$ cat src/rtl/iddmm_pkg.sv
// Shared IDDMM types and the multiplier latency default, so the loop sequencer and
// iddmm_mul_128_to_128 always agree on pipeline depth.
package iddmm_pkg;
  localparam int MUL_LAT_DEF = 4;

  typedef enum logic [2:0] {
    S_IDLE,
    S_Q0,
    S_WQ0,
    S_Q1,
    S_WQ1,
    S_ROW,
    S_DRAIN
  } state_e;
endpackage

$ cat src/rtl/iddmm_ctrl_delay.sv
// Fixed-depth shift line with synchronous flush; realigns control to a pipelined datapath.
module iddmm_ctrl_delay #(
  parameter int WIDTH = 1,
  parameter int DEPTH = 1
) (
  input  logic             clk,
  input  logic             rst_n,
  input  logic             flush,
  input  logic [WIDTH-1:0] din,
  output logic [WIDTH-1:0] dout
);
  logic [DEPTH-1:0][WIDTH-1:0] sh_q, sh_d;

  always_comb begin
    sh_d = sh_q;
    if (flush) begin
      sh_d = '0;
    end else begin
      sh_d[0] = din;
      for (int s = 1; s < DEPTH; s++) sh_d[s] = sh_q[s-1];
    end
  end

  always_ff @(posedge clk or negedge rst_n) begin
    if (!rst_n) sh_q <= '0;
    else        sh_q <= sh_d;
  end

  assign dout = sh_q[DEPTH-1];
endmodule

$ cat src/rtl/iddmm_loop_ctrl.sv
// IDDMM loop sequencer: per outer word i, issues the two q-update multiplies, sweeps
// j = 0..N across the row, then drains the accumulator writeback before the next row.
module iddmm_loop_ctrl
  import iddmm_pkg::*;
#(
  parameter int K       = 128,
  parameter int N       = 32,
  parameter int ADDR_W  = $clog2(N),
  parameter int MUL_LAT = MUL_LAT_DEF
) (
  input  logic              clk,
  input  logic              rst_n,
  input  logic              start,
  input  logic              abort,
  output logic              busy,
  output logic              done,
  output logic [ADDR_W-1:0] i_cnt,
  output logic [ADDR_W:0]   j_cnt,
  output logic              q_issue,
  output logic              q_sel,
  output logic              q_capture,
  output logic              row_en,
  output logic              a_wr_en,
  output logic [ADDR_W:0]   a_wr_addr
);
  localparam int WAIT_W = $clog2(MUL_LAT) + 1;

  if (K < 1 || N < 2 || MUL_LAT < 2) begin : g_bad_param
    $error("iddmm_loop_ctrl: need K >= 1, N >= 2, MUL_LAT >= 2");
  end

  state_e              state_q, state_d;
  logic [ADDR_W-1:0]   i_q, i_d;
  logic [ADDR_W:0]     j_q, j_d;
  logic [WAIT_W-1:0]   wait_q, wait_d;
  logic                done_q, done_d;

  always_comb begin
    state_d = state_q;
    i_d     = i_q;
    j_d     = j_q;
    wait_d  = wait_q;
    done_d  = 1'b0;
    unique case (state_q)
      S_IDLE:  if (start) state_d = S_Q0;
      S_Q0: begin
        state_d = S_WQ0;
        wait_d  = WAIT_W'(MUL_LAT - 2);
      end
      S_WQ0:
        if (wait_q == '0) state_d = S_Q1;
        else              wait_d  = wait_q - 1'b1;
      S_Q1: begin
        state_d = S_WQ1;
        wait_d  = WAIT_W'(MUL_LAT - 2);
      end
      S_WQ1:
        if (wait_q == '0) begin
          state_d = S_ROW;
          j_d     = '0;
        end else begin
          wait_d  = wait_q - 1'b1;
        end
      S_ROW:
        // j runs one past N-1 to cover the carry word
        if (j_q == (ADDR_W+1)'(N)) begin
          state_d = S_DRAIN;
          j_d     = '0;
          wait_d  = WAIT_W'(MUL_LAT - 1);
        end else begin
          j_d     = j_q + 1'b1;
        end
      S_DRAIN:
        if (wait_q != '0) begin
          wait_d = wait_q - 1'b1;
        end else if (i_q == ADDR_W'(N - 1)) begin
          state_d = S_IDLE;
          i_d     = '0;
          done_d  = 1'b1;
        end else begin
          state_d = S_Q0;
          i_d     = i_q + 1'b1;
        end
      default: state_d = S_IDLE;
    endcase
    if (abort) begin
      state_d = S_IDLE;
      i_d     = '0;
      j_d     = '0;
      wait_d  = '0;
      done_d  = 1'b0;
    end
  end

  always_ff @(posedge clk or negedge rst_n) begin
    if (!rst_n) begin
      state_q <= S_IDLE;
      i_q     <= '0;
      j_q     <= '0;
      wait_q  <= '0;
      done_q  <= 1'b0;
    end else begin
      state_q <= state_d;
      i_q     <= i_d;
      j_q     <= j_d;
      wait_q  <= wait_d;
      done_q  <= done_d;
    end
  end

  assign busy      = (state_q != S_IDLE);
  assign done      = done_q;
  assign i_cnt     = i_q;
  assign j_cnt     = j_q;
  assign q_issue   = (state_q == S_Q0) || (state_q == S_Q1);
  assign q_sel     = (state_q == S_Q1) || (state_q == S_WQ1);
  // final q emerges MUL_LAT cycles after the Q1 issue, i.e. on the first ROW cycle
  assign q_capture = (state_q == S_ROW) && (j_q == '0);
  assign row_en    = (state_q == S_ROW);

  iddmm_ctrl_delay #(
    .WIDTH (ADDR_W + 2),
    .DEPTH (MUL_LAT)
  ) u_wr_dly (
    .clk   (clk),
    .rst_n (rst_n),
    .flush (abort),
    .din   ({row_en, j_q}),
    .dout  ({a_wr_en, a_wr_addr})
  );
endmodule

$ cat config.mk
export PLATFORM = sky130hd
export DESIGN_NAME = iddmm_loop_ctrl
export DESIGN_NICKNAME = d
export VERILOG_FILES = /design/src/rtl/iddmm_pkg.sv /design/src/rtl/iddmm_ctrl_delay.sv /design/src/rtl/iddmm_loop_ctrl.sv
export SDC_FILE = /design/constraint.sdc
export NUM_CORES = 1
export LEC_CHECK = 0
export CAP_MARGIN = 20
export CORE_ASPECT_RATIO = 1.4
export CORE_UTILIZATION = 54
export DETAILED_ROUTE_END_ITERATION = 10
export GPL_TIMING_DRIVEN = 0
export PLACE_DENSITY = 0.79
export SKIP_CTS_REPAIR_TIMING = 1
export SLEW_MARGIN = 40
export SYNTH_ARGS = -nofsm -noshare
export SYNTH_HDL_FRONTEND = slang
export SYNTH_SLANG_ARGS = --single-unit
$ cat constraint.sdc
create_clock -name clk -period 5.2 [get_ports clk]
set_clock_uncertainty 0.1 [all_clocks]
set_input_delay 1.56 -clock clk [delete_from_list [all_inputs] [get_ports clk]]
set_output_delay 1.56 -clock clk [all_outputs]
set_load 0.02 [all_outputs]
==> summary.md <==
The aggregate routed wire length was 3759 um. The run finished with clean final reports. The number of violations reported at the end of detailed-routing iteration 0 was 51; the sum of negative setup slack was 0 ns. Critical path endpoint category: an output pin. The fraction of final layout cells sized beyond drive strength 1 works out to 10.55%.

For the number of instances in the synthesized netlist, the log shows 183. The vias per cell was 5.535. The most common cell after layout, fill and taps aside was sky130_fd_sc_hd__dfrtp_1. In this run the worst path has a maximum fanout of 5. For this design the top-level I/O count stands at 28.

Across all register-to-register paths, the minimum setup slack is 3.19 ns. In this run, CTS created clock tree buffers numbering 5. Data arrives at the worst endpoint at 2.12 ns. For hold timing, the worst endpoint is u_wr_dly.sh_q[13]. Synthesized net count: 193. Entering global routing, the biggest net connects 47 pins. The tools report the instance area after placement as 2354 um2. The finished cells cover 2444 um2.

Setup repair after global routing left no endpoint under its margin. The worst-case IR drop observed on VDD is 214.0 uV. The worst pin sits at a relative slew slack of 62.97%. The power density relative to cell area works out to 278.4 nW/um2.

The count of nets left with antenna violations once routing finished came out at 0. The congestion estimate from routability-driven global placement came to 0.8843. Counting flops with a built-in enable in the synthesized netlist gives 0. Count of buffers inserted at the top-level ports: 27.

The die is 74.61 um tall. TritonCTS built the clock tree. The tools report the sum of overflow across all layers after global routing as 0.

The die covers 4018 um2. Data on the critical path is required at its endpoint by 3.54 ns. The number of max-cap violations was 0. For the starting density of the core, the log shows 56.31%. The clock period could shrink to 3.782 ns. Count of TritonRoute iterations in the first routing pass: 4.

The type of the setup path with the least slack is flop to output pin. The initialized floorplan defines 26 standard-cell rows. After layout, the design draws a total of 0.6804 mW. CTS built an H-tree with a depth of 2.

In this run the most critical hold path is launched from u_wr_dly.sh_q[6]. Counting cells, the worst reg-to-reg path comes to 5. In this run the clock root is driven by a sky130_fd_sc_hd__clkbuf_8. The reg-to-reg startpoint was i_cnt[0]. The number of global-route vias before repair is 1434. Clock-pin slew was measured on the worst setup and hold paths at 0.08 ns. At the pin with the least slew margin, the transition time is 0.5554 ns. Summed over all nets, the half-perimeter wirelength after detailed placement is 2697 um. The min-delay analysis places its worst path in the category flop to flop. The signal on the critical path passes through inv_1, ha_1, nor4b_4, and3_1, clkdlybuf4s50_1.

The critical path depth is 5. The wire length of the first global-routing pass came out at 6465 um. The buffering stage count on the worst path with inverters included works out to 2. The top cell types in the final layout, fill and taps aside, are sky130_fd_sc_hd__dfrtp_1, sky130_fd_sc_hd__clkdlybuf4s50_1, sky130_fd_sc_hd__nor2b_1, sky130_fd_sc_hd__nand2_1, sky130_fd_sc_hd__a21oi_1. The floorplan step set the die width to 53.86 um. The count of inserted antenna diode cells is 0, and the layout overhead on the synthesized area is 20.18%. The tools report the clock latency on the worst-skew pair as 0.30 ns. The kind of cell with the highest combined delay along the critical path is buffers and inverters. Yosys printed 0 warnings. Dividing the synthesized area by the synthesized cell count gives 11.11 um2. Number of endpoints with negative hold slack in the final report: 0.

After the last flow step, the layout net total stands at 227. The post-synthesis sequential area ratio is 56.62%. The per-cell routed wire length works out to 14.46 um. Synthesis inferred 46 register bits.

The logs give 23.02% for the global router's overall resource usage and 39 for the number of unique standard cell types used by synthesis. For this design, the slowest cell found on the critical path is sky130_fd_sc_hd__clkdlybuf4s50_1. The cell area after synthesis came out at 2033 um2. The top flip-flop cell by instance count after synthesis was sky130_fd_sc_hd__dfrtp_1. The remaining routing DRC violations is 0, and the final-report max-slew violation count is 0. The share of synthesized flip-flops with an asynchronous set or reset came out at 100.0%.

For this run, the top clock speed supported by timing is 264.4 MHz. The core region is 3611 um2. Leakage power of the design: 1.141 nW. The number of filler instances in the final layout came out at 285.

The tree built by TritonCTS fans out to 46 sinks. The setup-violating endpoint count in the final report is 0. The initial antenna violation count is 0, and the part of the cycle the worst path needs is 72.74%. No sink is reached through more buffers than the 2 on the longest clock path.

Hold timing on the final database bottoms out at a slack of 0.3674 ns. Count of vias placed by the detailed router: 1439. The worst register-to-register path ends at i_cnt[2]. In this design, the stage delay of the slowest critical-path cell is 0.60 ns. Hold-critical path depth: 1. The startpoint type of the worst setup path is a flop.
-- Yosys cell counts, types with 2 or more instances --
cell type	count	area share, %
sky130_fd_sc_hd__a21oi_1	10	2.5
sky130_fd_sc_hd__a311oi_1	2	0.86
sky130_fd_sc_hd__a31oi_1	6	1.8
sky130_fd_sc_hd__and2_1	2	0.62
sky130_fd_sc_hd__and3_1	2	0.62
sky130_fd_sc_hd__buf_4	8	3.0
sky130_fd_sc_hd__clkbuf_1	5	0.92
sky130_fd_sc_hd__dfrtp_1	46	57
sky130_fd_sc_hd__ha_1	6	3.7
sky130_fd_sc_hd__inv_1	8	1.5
sky130_fd_sc_hd__mux2i_1	3	1.5
sky130_fd_sc_hd__nand2_1	14	2.6
sky130_fd_sc_hd__nand2b_1	2	0.62
sky130_fd_sc_hd__nand3_1	3	0.74
sky130_fd_sc_hd__nor2_1	9	1.7
sky130_fd_sc_hd__nor2b_1	25	7.7
sky130_fd_sc_hd__o2111ai_1	2	0.86
sky130_fd_sc_hd__o21ai_0	7	1.7
sky130_fd_sc_hd__or4_1	2	0.74
sky130_fd_sc_hd__xnor2_1	2	0.86
-- state kept, by name (all words and copies together), names as in the netlist --
| register | count |
|---|---|
| u_wr_dly.sh_q | 21 |
| done | 1 |
| j_cnt | 6 |
| i_cnt | 5 |
| state_q | 3 |
| wait_q | 3 |
| u_wr_dly.dout | 7 |
-- worst max-delay path by stage --
stage	start	endpoint	slack, ns
after floorplan	j_cnt[0]	q_capture	2.28
after global placement	rst_n	wait_q[0]	1.36
after detailed placement	j_cnt[0]	q_capture	1.78
after CTS	j_cnt[0]	q_capture	1.42
after global routing	state_q[2]	q_capture	1.29
final	j_cnt[0]	q_capture	1.42
-- metal layers --
metal	track usage (%)	share of wire (%)
met4	11.70	3.0
met3	6.339	3.2
met5	0	0
met1	25.13	40
met2	39.64	53
-- per-stage QoR --
stage	setup slack, ns	std cells	utilization [%]
after global placement	1.356	252	65.25
after floorplan	2.276	183	-
final	1.418	260	67.67
after global routing	1.288	260	67.67
after detailed placement	1.776	252	65.18
after CTS	1.418	260	67.67
-- cells by family (layout without fill, tap and decap cells) --
group | after synthesis | in the layout | share of synthesized area (%)
AOI/OAI and AO/OA | 32 | 32 | 9.847
adders and majority gates | 6 | 6 | 3.692
xor gates and xnor gates | 2 | 2 | 0.8617
DFF | 46 | 46 | 56.62
and+or+nand+nor | 72 | 72 | 21.97
muxes | 3 | 3 | 1.477
buffers and inverters | 22 | 57 | 5.539
-- power by group --
part           switching, mW  internal, mW  total, mW
Clock                  0.122        0.0944      0.216
Combinational         0.0591        0.0365     0.0956
Sequential           0.00516         0.364      0.369
Total                  0.186         0.495      0.680
-- layout make-up --
type,instances,area [um2],share of cell area [%]
repair buffers,27,267.8,10.96
multi-input cells,115,769.5,31.49
flip-flops and latches,46,1151,47.11
well taps,42,52.55,2.151
plain buffers,13,78.83,3.226
clock buffers,5,68.82,2.816
inverters,9,33.78,1.382
clock inverters,3,21.27,0.8705
(Power assumes the default switching activity.)
